### config.mk
export PLATFORM = sky130hd
export DESIGN_NAME = ps2_scancode_rx
export DESIGN_NICKNAME = d
export VERILOG_FILES = /design/src/rtl/ps2_pkg.sv /design/src/rtl/ps2_line_filter.sv /design/src/rtl/ps2_scancode_rx.sv
export SDC_FILE = /design/constraint.sdc
export NUM_CORES = 1
export LEC_CHECK = 0
export ABC_AREA = 1
export BUFFER_PORTS_ARGS = -buffer_cell sky130_fd_sc_hd__buf_2
export CAP_MARGIN = 20
export CORE_MARGIN = 2
export CORE_UTILIZATION = 25
export CTS_CLUSTER_SIZE = 16
export DETAILED_ROUTE_END_ITERATION = 10
export GPL_TIMING_DRIVEN = 0
export PLACE_DENSITY_LB_ADDON = 0.25
export SKIP_LAST_GASP = 1
export SLEW_MARGIN = 30
export SYNTH_ARGS = -nofsm -noshare
export SYNTH_HDL_FRONTEND = slang
export SYNTH_SLANG_ARGS = --single-unit
### constraint.sdc
create_clock -name clk -period 2 [get_ports clk]
set_clock_uncertainty 0.15 [all_clocks]
set_input_delay 0.2 -clock clk [delete_from_list [all_inputs] [get_ports clk]]
set_output_delay 0.2 -clock clk [all_outputs]
set_load 0.03 [all_outputs]
### src/rtl/ps2_pkg.sv
// ---------------------------------------------------------------------------
// ps2_pkg
// Shared definitions for the PS/2 scan-code receiver:
//   - ps2_state_e  : frame FSM states (IDLE, DATA, PARITY, STOP)
//   - PS2_BREAK    : break prefix byte (0xF0)
//   - PS2_EXT      : extended prefix byte (0xE0)
//   - PS2_DATA_BITS: data bits per frame
//   - parityOk()   : odd-parity check over data byte plus parity bit
// ---------------------------------------------------------------------------
package ps2_pkg;

  typedef enum logic [1:0] {
    IDLE   = 2'd0,
    DATA   = 2'd1,
    PARITY = 2'd2,
    STOP   = 2'd3
  } ps2_state_e;

  localparam logic [7:0] PS2_BREAK     = 8'hF0;
  localparam logic [7:0] PS2_EXT       = 8'hE0;
  localparam int         PS2_DATA_BITS = 8;

  // PS/2 uses odd parity: data bits plus parity bit must hold an odd count of ones.
  function automatic logic parityOk(input logic [7:0] i_byte, input logic i_par);
    return ^{i_byte, i_par};
  endfunction

endpackage

### src/rtl/ps2_line_filter.sv
// ---------------------------------------------------------------------------
// ps2_line_filter
// Conditions the raw PS/2 lines for the frame decoder: two-flop synchronizers
// on clock and data, a glitch filter on the clock, and a falling-edge detector
// producing a one-cycle sample event together with the data bit to capture.
//
// Parameters:
//   FILTER_LEN - consecutive equal synchronized samples needed before the
//                filtered clock level changes
// Ports:
//   clk        - system clock (rising edge)
//   reset_n    - asynchronous active-low reset (lines reset to idle-high)
//   i_ps2Clk   - raw keyboard clock
//   i_ps2Data  - raw keyboard data
//   o_sample   - one-cycle pulse on a filtered-clock 1->0 transition
//   o_data     - synchronized data captured in the cycle of the transition
// ---------------------------------------------------------------------------
module ps2_line_filter #(
  parameter int FILTER_LEN = 8
) (
  input  logic clk,
  input  logic reset_n,
  input  logic i_ps2Clk,
  input  logic i_ps2Data,
  output logic o_sample,
  output logic o_data
);

  localparam int FLT_W = (FILTER_LEN > 1) ? $clog2(FILTER_LEN) : 1;
  localparam logic [FLT_W-1:0] FLT_LAST = FLT_W'(FILTER_LEN - 1);

  logic [1:0]       r_clkSync;
  logic [1:0]       r_dataSync;
  logic             r_filtClk;
  logic [FLT_W-1:0] r_filtCnt;
  logic             r_sample;
  logic             r_sampleData;

  // The counter tracks how long the synchronized clock has disagreed with the
  // filtered level; any agreeing sample restarts it, so short glitches vanish.
  // The FILTER_LEN-th disagreeing sample flips the level, and a 1->0 flip
  // raises the sample event with the data bit synchronized alongside it.
  always_ff @(posedge clk or negedge reset_n) begin
    if (!reset_n) begin
      r_clkSync    <= 2'b11;
      r_dataSync   <= 2'b11;
      r_filtClk    <= 1'b1;
      r_filtCnt    <= '0;
      r_sample     <= 1'b0;
      r_sampleData <= 1'b1;
    end else begin
      r_clkSync  <= {r_clkSync[0], i_ps2Clk};
      r_dataSync <= {r_dataSync[0], i_ps2Data};
      r_sample   <= 1'b0;
      if (r_clkSync[1] == r_filtClk) begin
        r_filtCnt <= '0;
      end else if (r_filtCnt == FLT_LAST) begin
        r_filtClk <= r_clkSync[1];
        r_filtCnt <= '0;
        if (r_filtClk) begin
          r_sample     <= 1'b1;
          r_sampleData <= r_dataSync[1];
        end
      end else begin
        r_filtCnt <= r_filtCnt + 1'b1;
      end
    end
  end

  assign o_sample = r_sample;
  assign o_data   = r_sampleData;

endmodule

### src/rtl/ps2_scancode_rx.sv
// ---------------------------------------------------------------------------
// ps2_scancode_rx
// PS/2 keyboard receiver: deframes 11-bit PS/2 frames (start, 8 data LSB
// first, parity, stop) and turns the byte stream into make codes. The 0xF0
// break prefix suppresses the next code; the 0xE0 prefix marks it extended.
// A per-frame watchdog abandons frames whose clock stops.
//
// Configuration macro:
//   PS2_PARITY_CHECK_EN - when defined, frames failing odd parity are
//                         rejected with frame_err; otherwise the parity bit
//                         is sampled and ignored.
// Parameters:
//   FILTER_LEN     - glitch filter length on ps2_clk (system clocks)
//   TIMEOUT_CYCLES - idle clocks allowed between falling edges in a frame
// Ports:
//   clk        - system clock (rising edge)
//   reset_n    - asynchronous active-low reset
//   ps2_clk    - raw keyboard clock
//   ps2_data   - raw keyboard data
//   code       - last accepted make code, held between pulses
//   code_valid - one-cycle pulse, code/extended valid in that cycle
//   extended   - emitted code was preceded by 0xE0
//   frame_err  - one-cycle pulse on stop, parity or timeout error
// ---------------------------------------------------------------------------
module ps2_scancode_rx
  import ps2_pkg::*;
#(
  parameter int FILTER_LEN     = 8,
  parameter int TIMEOUT_CYCLES = 50000
) (
  input  logic       clk,
  input  logic       reset_n,
  input  logic       ps2_clk,
  input  logic       ps2_data,
  output logic [7:0] code,
  output logic       code_valid,
  output logic       extended,
  output logic       frame_err
);

  localparam int BIT_W = $clog2(PS2_DATA_BITS);
  localparam logic [BIT_W-1:0] BIT_LAST = BIT_W'(PS2_DATA_BITS - 1);
  localparam int TO_W = $clog2(TIMEOUT_CYCLES + 1);
  localparam logic [TO_W-1:0] TO_LAST = TO_W'(TIMEOUT_CYCLES - 1);

  logic w_sample;
  logic w_data;
  logic w_parityOk;

  ps2_state_e       r_state;
  logic [BIT_W-1:0] r_bitCnt;
  logic [TO_W-1:0]  r_toCnt;
  logic [7:0]       r_shift;
  logic             r_parity;
  logic             r_brk;
  logic             r_ext;
  logic [7:0]       r_code;
  logic             r_codeValid;
  logic             r_extended;
  logic             r_frameErr;

  ps2_line_filter #(
    .FILTER_LEN(FILTER_LEN)
  ) u_lineFilter (
    .clk      (clk),
    .reset_n  (reset_n),
    .i_ps2Clk (ps2_clk),
    .i_ps2Data(ps2_data),
    .o_sample (w_sample),
    .o_data   (w_data)
  );

`ifdef PS2_PARITY_CHECK_EN
  assign w_parityOk = parityOk(r_shift, r_parity);
`else
  // Parity is still captured so framing is identical; its verdict is discarded.
  assign w_parityOk = parityOk(r_shift, r_parity) | 1'b1;
`endif

  // Frame FSM, prefix tracking and watchdog share one block so that a sample
  // event and a timeout in the same cycle resolve in favour of the sample.
  always_ff @(posedge clk or negedge reset_n) begin
    if (!reset_n) begin
      r_state     <= IDLE;
      r_bitCnt    <= '0;
      r_toCnt     <= '0;
      r_shift     <= '0;
      r_parity    <= 1'b0;
      r_brk       <= 1'b0;
      r_ext       <= 1'b0;
      r_code      <= 8'h00;
      r_codeValid <= 1'b0;
      r_extended  <= 1'b0;
      r_frameErr  <= 1'b0;
    end else begin
      r_codeValid <= 1'b0;
      r_frameErr  <= 1'b0;
      if (w_sample) begin
        r_toCnt <= '0;
        case (r_state)
          DATA: begin
            r_shift  <= {w_data, r_shift[7:1]};
            r_bitCnt <= r_bitCnt + 1'b1;
            if (r_bitCnt == BIT_LAST) begin
              r_state <= PARITY;
            end
          end
          PARITY: begin
            r_parity <= w_data;
            r_state  <= STOP;
          end
          STOP: begin
            r_state <= IDLE;
            if (w_data && w_parityOk) begin
              if (r_shift == PS2_BREAK) begin
                r_brk <= 1'b1;
              end else if (r_shift == PS2_EXT) begin
                r_ext <= 1'b1;
              end else begin
                if (!r_brk) begin
                  r_codeValid <= 1'b1;
                  r_code      <= r_shift;
                  r_extended  <= r_ext;
                end
                r_brk <= 1'b0;
                r_ext <= 1'b0;
              end
            end else begin
              r_frameErr <= 1'b1;
              r_brk      <= 1'b0;
              r_ext      <= 1'b0;
            end
          end
          // IDLE and any unexpected encoding: wait for a start bit.
          default: begin
            if (!w_data) begin
              r_state  <= DATA;
              r_bitCnt <= '0;
            end else begin
              r_state <= IDLE;
            end
          end
        endcase
      end else if (r_state != IDLE) begin
        if (r_toCnt == TO_LAST) begin
          r_state    <= IDLE;
          r_bitCnt   <= '0;
          r_toCnt    <= '0;
          r_frameErr <= 1'b1;
          r_brk      <= 1'b0;
          r_ext      <= 1'b0;
        end else begin
          r_toCnt <= r_toCnt + 1'b1;
        end
      end
    end
  end

  assign code       = r_code;
  assign code_valid = r_codeValid;
  assign extended   = r_extended;
  assign frame_err  = r_frameErr;

endmodule
==> results of run 1 <==
worst max-delay path, cell delays in order, from the launching register on:
cell and delay (ns):
dfrtp_1 0.40, ha_1 0.18, nand2_1 0.09, inv_1 0.06, nand2_1 0.04, nor2_1 0.07
nand2_1 0.09, nand2_1 0.14, nand2_1 0.15, nor3_1 0.30
metal layers:
| layer | up-vias | GRT usage (%) |
|---|---|---|
| met5 | - | 0 |
| met4 | 0 | 3.247 |
| met3 | 7 | 2.249 |
| met2 | 25 | 15.92 |
| met1 | 972 | 14.08 |
| li1 | 1041 | - |
cell type report:
class	count	area [um2]	area share, %
Tap cell	136	170.2	5.686
Inverter	41	153.9	5.142
Clock buffer	6	72.57	2.425
Sequential cell	52	1309	43.73
Buffer	7	48.80	1.630
Multi-Input combinational cell	214	1120	37.42
Timing Repair Buffer	17	102.6	3.428
Clock inverter	2	16.27	0.5435
registers in the layout (all words and copies together) (netlist names), 2 cells and up:
name	cells
u_lineFilter.r_clkSync	2
r_state	2
r_bitCnt	3
r_toCnt	16
r_shift	8
u_lineFilter.r_filtCnt	3
code	8
u_lineFilter.r_dataSync	2
cells in the final DEF (no fill, tap or decap), drive strengths merged:
cell type,instances
a21oi,4
a31oi,1
and3,1
buf,20
clkbuf,7
clkinv,1
clkinvlp,1
dfrtp,46
dfstp,6
dlygate4sd3,3
ha,10
inv,41
mux2,3
nand2,85
nand3,17
nand4,12
nor2,42
nor3,7
nor3b,1
o21a,1
o21ai,25
o31ai,1
or2,1
xnor2,1
xor2,2
power by group:
part	leakage [nW]	switching [mW]	internal [mW]	total, mW
clock network	0.0414	0.370	0.250	0.620
registers	0.703	0.0201	1.10	1.12
logic	0.700	0.0544	0.0390	0.0934
total	1.45	0.445	1.39	1.83
worst max-delay path by stage:
stage | startpoint | slack [ns] | to
finish | r_toCnt[0] | 0.19 | frame_err
global route | r_toCnt[0] | 0.04 | frame_err
CTS | r_toCnt[0] | 0.21 | frame_err
detailed placement | r_toCnt[0] | 0.24 | frame_err
global placement | r_toCnt[0] | 0.24 | r_toCnt[8]
floorplan | r_state[0] | 0.49 | r_toCnt[12]
through the flow:
step | instance area [um2] | setup slack [ns]
6_report | 2993 | 0.1941
3_3_place_gp | 2872 | 0.2416
4_1_cts | 2993 | 0.2148
5_1_grt | 2993 | 0.03571
2_1_floorplan | 2631 | 0.4934
3_5_place_dp | 2874 | 0.2423
cell families (layout without fill, tap and decap cells):
group	count (synthesis)	after routing	share of synthesized area, %
XOR/XNOR	3	3	0.9988
multiplexers	3	3	1.284
adder cells (fa/ha/maj)	10	10	4.755
AND/OR/NAND/NOR	166	166	28.06
AO/OA/AOI/OAI	32	32	7.466
flip-flops	52	52	49.74
buffers and inverters	48	73	7.703
==> run summary, run 1 <==
Core Region = 10280 um2
DRT Wirelength = 5416 um
Setup TNS = 0 ns
Vias in the first global route = 1920
DRT iter0 DRCs = 96
Startpoint Class = flip-flop
Num ports = 15
Fin util = 29.12%
DIE AREA = 11360 um2
Clk sinks = 52
Top cells by area, synth = dfrtp_1 (44%), nand2_1 (12%), dfstp_2 (6.0%), nor2_1 (5.8%), inv_1 (5.7%)
Reg clk slew, reported paths = 0.10 ns
Met2 Wirelength = 2407 um
CTS tree = built
Final Total Pwr = 1.830 mW
Max layer used = met4
Hpwl dp = 3741 um
Share of layout cells above drive strength 1 = 16.22%
Slew margin rel. = 53.81%
Kind of critical path = reg -> reg
Post-synth EDFFs = 0
Critical path data required time = 2.03 ns
Slew at the pin closest to its max-slew limit = 0.6929 ns
Die Width = 106.6 um
Tcrit/Tclk final = 90.30%
Yosys reg bits = 52
P&R area growth vs syn = 13.74%
Worst vdd ir = 0.3068 mV
Max Transition Viols Final = 0
R2r startpoint = r_toCnt[0]
Final Hold Viols = 0
Dpl cells = 464
Via count = 2045
Synth Instances = 314
M1 WL = 2773 um
Reg2reg end = frame_err
DR vias/cell = 4.305
Cell accounting for the most synthesized area = dfrtp_1
Seq/Total Area, Yosys = 49.74%
H-tree depth = 2
DRT antenna net count = 0
Final cell count without fillers = 475
DR DRC count = 0
CP Max Fanout = 4
Hold EP = u_lineFilter.r_dataSync[1]
Final setup viols = 0
First-pass GRT wire length = 9308 um
Setup crit end kind = flip-flop
Library cells used by synthesis = 32
All-Layer GR Usage = 10.21%
Critical path arrival = 1.84 ns
Clock Path Buffers = 2
Syn avg cell area = 8.380 um2
Area share of the largest cell type after synthesis = 43.75%
Final min period = 1.806 ns
Final net count = 352
Ys Warns = 0
Initial Util = 25.60%
MaxCap Viol Count = 0
Post-CTS Resized = 0
Clk root buf = clkbuf_8
Buffer count from post-CTS setup fixing = 0
Ant diodes = 0
Most frequent cell after synthesis = nand2_1
CTS buffer count = 5
Detailed-route wire length per cell = 11.40 um
Initial antenna violation count = 0
Total grt overflow = 0
Cell Area, Synth = 2631 um2
DR pass1 iterations = 4
Met3 wire length = 166 um
Reg2reg setup slack = 0.19 ns
Synth Flop Type = dfrtp_1
Filler cells = 1137
RSZ-0062 raised after global routing = false
PD cells = 611.6 nW/um2
Peak Freq = 0.5537 GHz
Hold_sp = u_lineFilter.r_dataSync[0]
IO buf count = 14
Top post-synthesis cells by count = nand2_1 (81), dfrtp_1 (46), nor2_1 (41), inv_1 (40)
Row Count = 37
Hold path depth = 0
FF-to-FF path depth = 9
Hold crit path type = reg -> reg
Cts hold-fix bufs = 3
Syn nets = 328
Status = finished clean
Die Ht = 106.6 um
Worst skew pair latency = 0.31 ns
Async set-reset flop share out of synthesis = 100.0%
Largest net degree at the start of global routing = 53
Hold Slack = 0.2117 ns
GPL Wtd Cong = 0.8163
Leakage = 1.445 nW
Power figures use the tool's default switching activity.
==> run 2, diff against run 1 <==
--- a/config.mk
+++ b/config.mk
@@ -8,6 +8,7 @@
 export ABC_AREA = 1
 export BUFFER_PORTS_ARGS = -buffer_cell sky130_fd_sc_hd__buf_2
 export CAP_MARGIN = 20
+export CORE_ASPECT_RATIO = 0.5
 export CORE_MARGIN = 2
 export CORE_UTILIZATION = 25
 export CTS_CLUSTER_SIZE = 16
==> run summary, run 2 (synthesis results as in run 1) <==
PD cells = 682.3 nW/um2 (+12%)
Post-CTS Resized = 0 (unchanged)
Die Width = 149.1 um (+40%)
CTS tree = built
Critical-path cell list = ha_1 > nand2_1 > inv_1 > nand2_1 > nor2_1 > nand2_1 > nand2_1 > nand2_1 > nor3_1
Reg clk slew, reported paths = 0.07 ns (-0.03 ns)
Buffers plus inverters on the worst setup path = 1 (unchanged)
Row Count = 26 (-30%)
Most frequent cells in the layout = nand2_1 (81), dfrtp_1 (46), nor2_1 (41)
DR DRC count = 0 (unchanged)
Hold Slack = 0.2073 ns (-0.004426 ns)
Slew margin rel. = 54.52% (+0.71 points)
CP Max Fanout = 4 (unchanged)
DIE AREA = 11410 um2 (+0.44%)
Max reg flops = 16 (unchanged)
Slew at the pin closest to its max-slew limit = 0.6822 ns (-0.01064 ns)
Worst skew pair latency = 0.30 ns (about the same)
GPL Wtd Cong = 0.8025 (-1.7%)
Share of layout cells above drive strength 1 = 16.22% (unchanged)
Leakage = 1.471 nW (+1.8%)
Worst vdd ir = 0.3231 mV (+5.3%)
Most used cell, CP = nand2_1
Kind of critical path = reg -> reg
Buffer count from post-CTS setup fixing = 0 (unchanged)
Crit path max-delay cell type = dfrtp_1
Via count = 2053 (+0.39%)
DRT antenna net count = 0 (unchanged)
Startpoint Class = flip-flop
Clk root buf = clkbuf_16
CP delay by family, top = simple AND/OR/NAND/NOR gates
Filler cells = 1125 (-1.1%)
Cts hold-fix bufs = 3 (unchanged)
H-tree depth = 2 (unchanged)
Status = finished clean
Total grt overflow = 0 (unchanged)
Critical path arrival = 1.82 ns (-0.02 ns)
Initial antenna violation count = 0 (unchanged)
First-pass GRT wire length = 9901 um (+6.4%)
Setup crit end kind = flip-flop
Most common cell after layout, fill and taps aside = nand2_1
Final Hold Viols = 0 (unchanged)
Num ports = 15 (unchanged)
Final min period = 1.802 ns (-0.004171 ns)
Detailed-route wire length per cell = 11.77 um (+3.2%)
Max Transition Viols Final = 0 (unchanged)
Max incr delay on CP = 0.38 ns (-0.02 ns)
Placed inst area = 2879 um2 (+0.17%)
P&R area growth vs syn = 16.07%
IO buf count = 14 (unchanged)
Final setup viols = 0 (unchanged)
Clock Path Buffers = 2 (unchanged)
Setup TNS = 0 ns (unchanged)
Top reg by flops = r_toCnt
Fin util = 29.90% (+0.78 points)
Peak Freq = 0.5550 GHz (+0.23%)
Tcrit/Tclk final = 90.09% (-0.21 points)
Initial Util = 25.76% (+0.16 points)
Hold crit path type = reg -> reg
DRT iter0 DRCs = 122 (+27%)
DR vias/cell = 4.286 (-0.45%)
RSZ-0062 raised after global routing = false
Design area = 3054 um2 (+2.0%)
Largest net degree at the start of global routing = 53 (unchanged)
Reg2reg setup slack = 0.20 ns (about the same)
Hpwl dp = 3928 um (+5.0%)
Die Ht = 76.55 um (-28%)
All-Layer GR Usage = 10.92% (+0.71 points)
DRT Wirelength = 5637 um (+4.1%)
Hold_sp = u_lineFilter.r_dataSync[0]
Clk sinks = 52 (unchanged)
Crit path launch = r_toCnt[0]
Core Region = 10210 um2 (-0.61%)
Critical path data required time = 2.01 ns (-0.02 ns)
CTS buffer count = 5 (unchanged)
MaxCap Viol Count = 0 (unchanged)
Vias in the first global route = 2060 (+7.3%)
Final net count = 352 (unchanged)
Ant diodes = 0 (unchanged)
R2r startpoint = r_toCnt[0]
DR pass1 iterations = 4 (unchanged)
run 2: worst paths after layout:
check                                             end  cells after the start
min in group asynchronous   u_lineFilter.r_filtCnt[1]                      2
min                        u_lineFilter.r_dataSync[1]                      0
max in group asynchronous                 r_toCnt[13]                      2
min reg2reg                u_lineFilter.r_dataSync[1]                      0
max                                         frame_err                      9
max reg2reg                                 frame_err                      9
run 2: per-stage QoR:
step / worst slack, ns / power [mW] / instances
final: 0.1982 / 2.084 / 479
after detailed placement: 0.2114 / 1.229 / 468
after floorplan: 0.4934 / 1.188 / 314
after CTS: 0.1953 / 2.127 / 479
after global placement: 0.2117 / 1.224 / 468
after global routing: 0.06751 / 2.195 / 479
run 2: where the power goes:
group          internal [mW]  switching [mW]
clock                  0.468           0.407
combinational         0.0386          0.0542
sequential              1.10          0.0193
total                   1.60           0.481
run 2: per-layer routing:
metal / up-vias / track usage (%) / routed length [um]
met5: - / 0 / 0
met4: 0 / 3.714 / 74
met3: 10 / 2.695 / 194
met2: 28 / 16.96 / 2437
met1: 959 / 14.85 / 2931
li1: 1056 / - / -
run 2: layout make-up:
cell class | instances | area [um2] | area share (%)
clock inverter | 2 | 16.27 | 0.5326
buffer | 7 | 48.80 | 1.598
multi-input combinational | 214 | 1120 | 36.67
clock buffer | 6 | 128.9 | 4.220
tap | 140 | 175.2 | 5.735
timing repair buffer | 17 | 102.6 | 3.359
sequential | 52 | 1309 | 42.85
inverter | 41 | 153.9 | 5.039
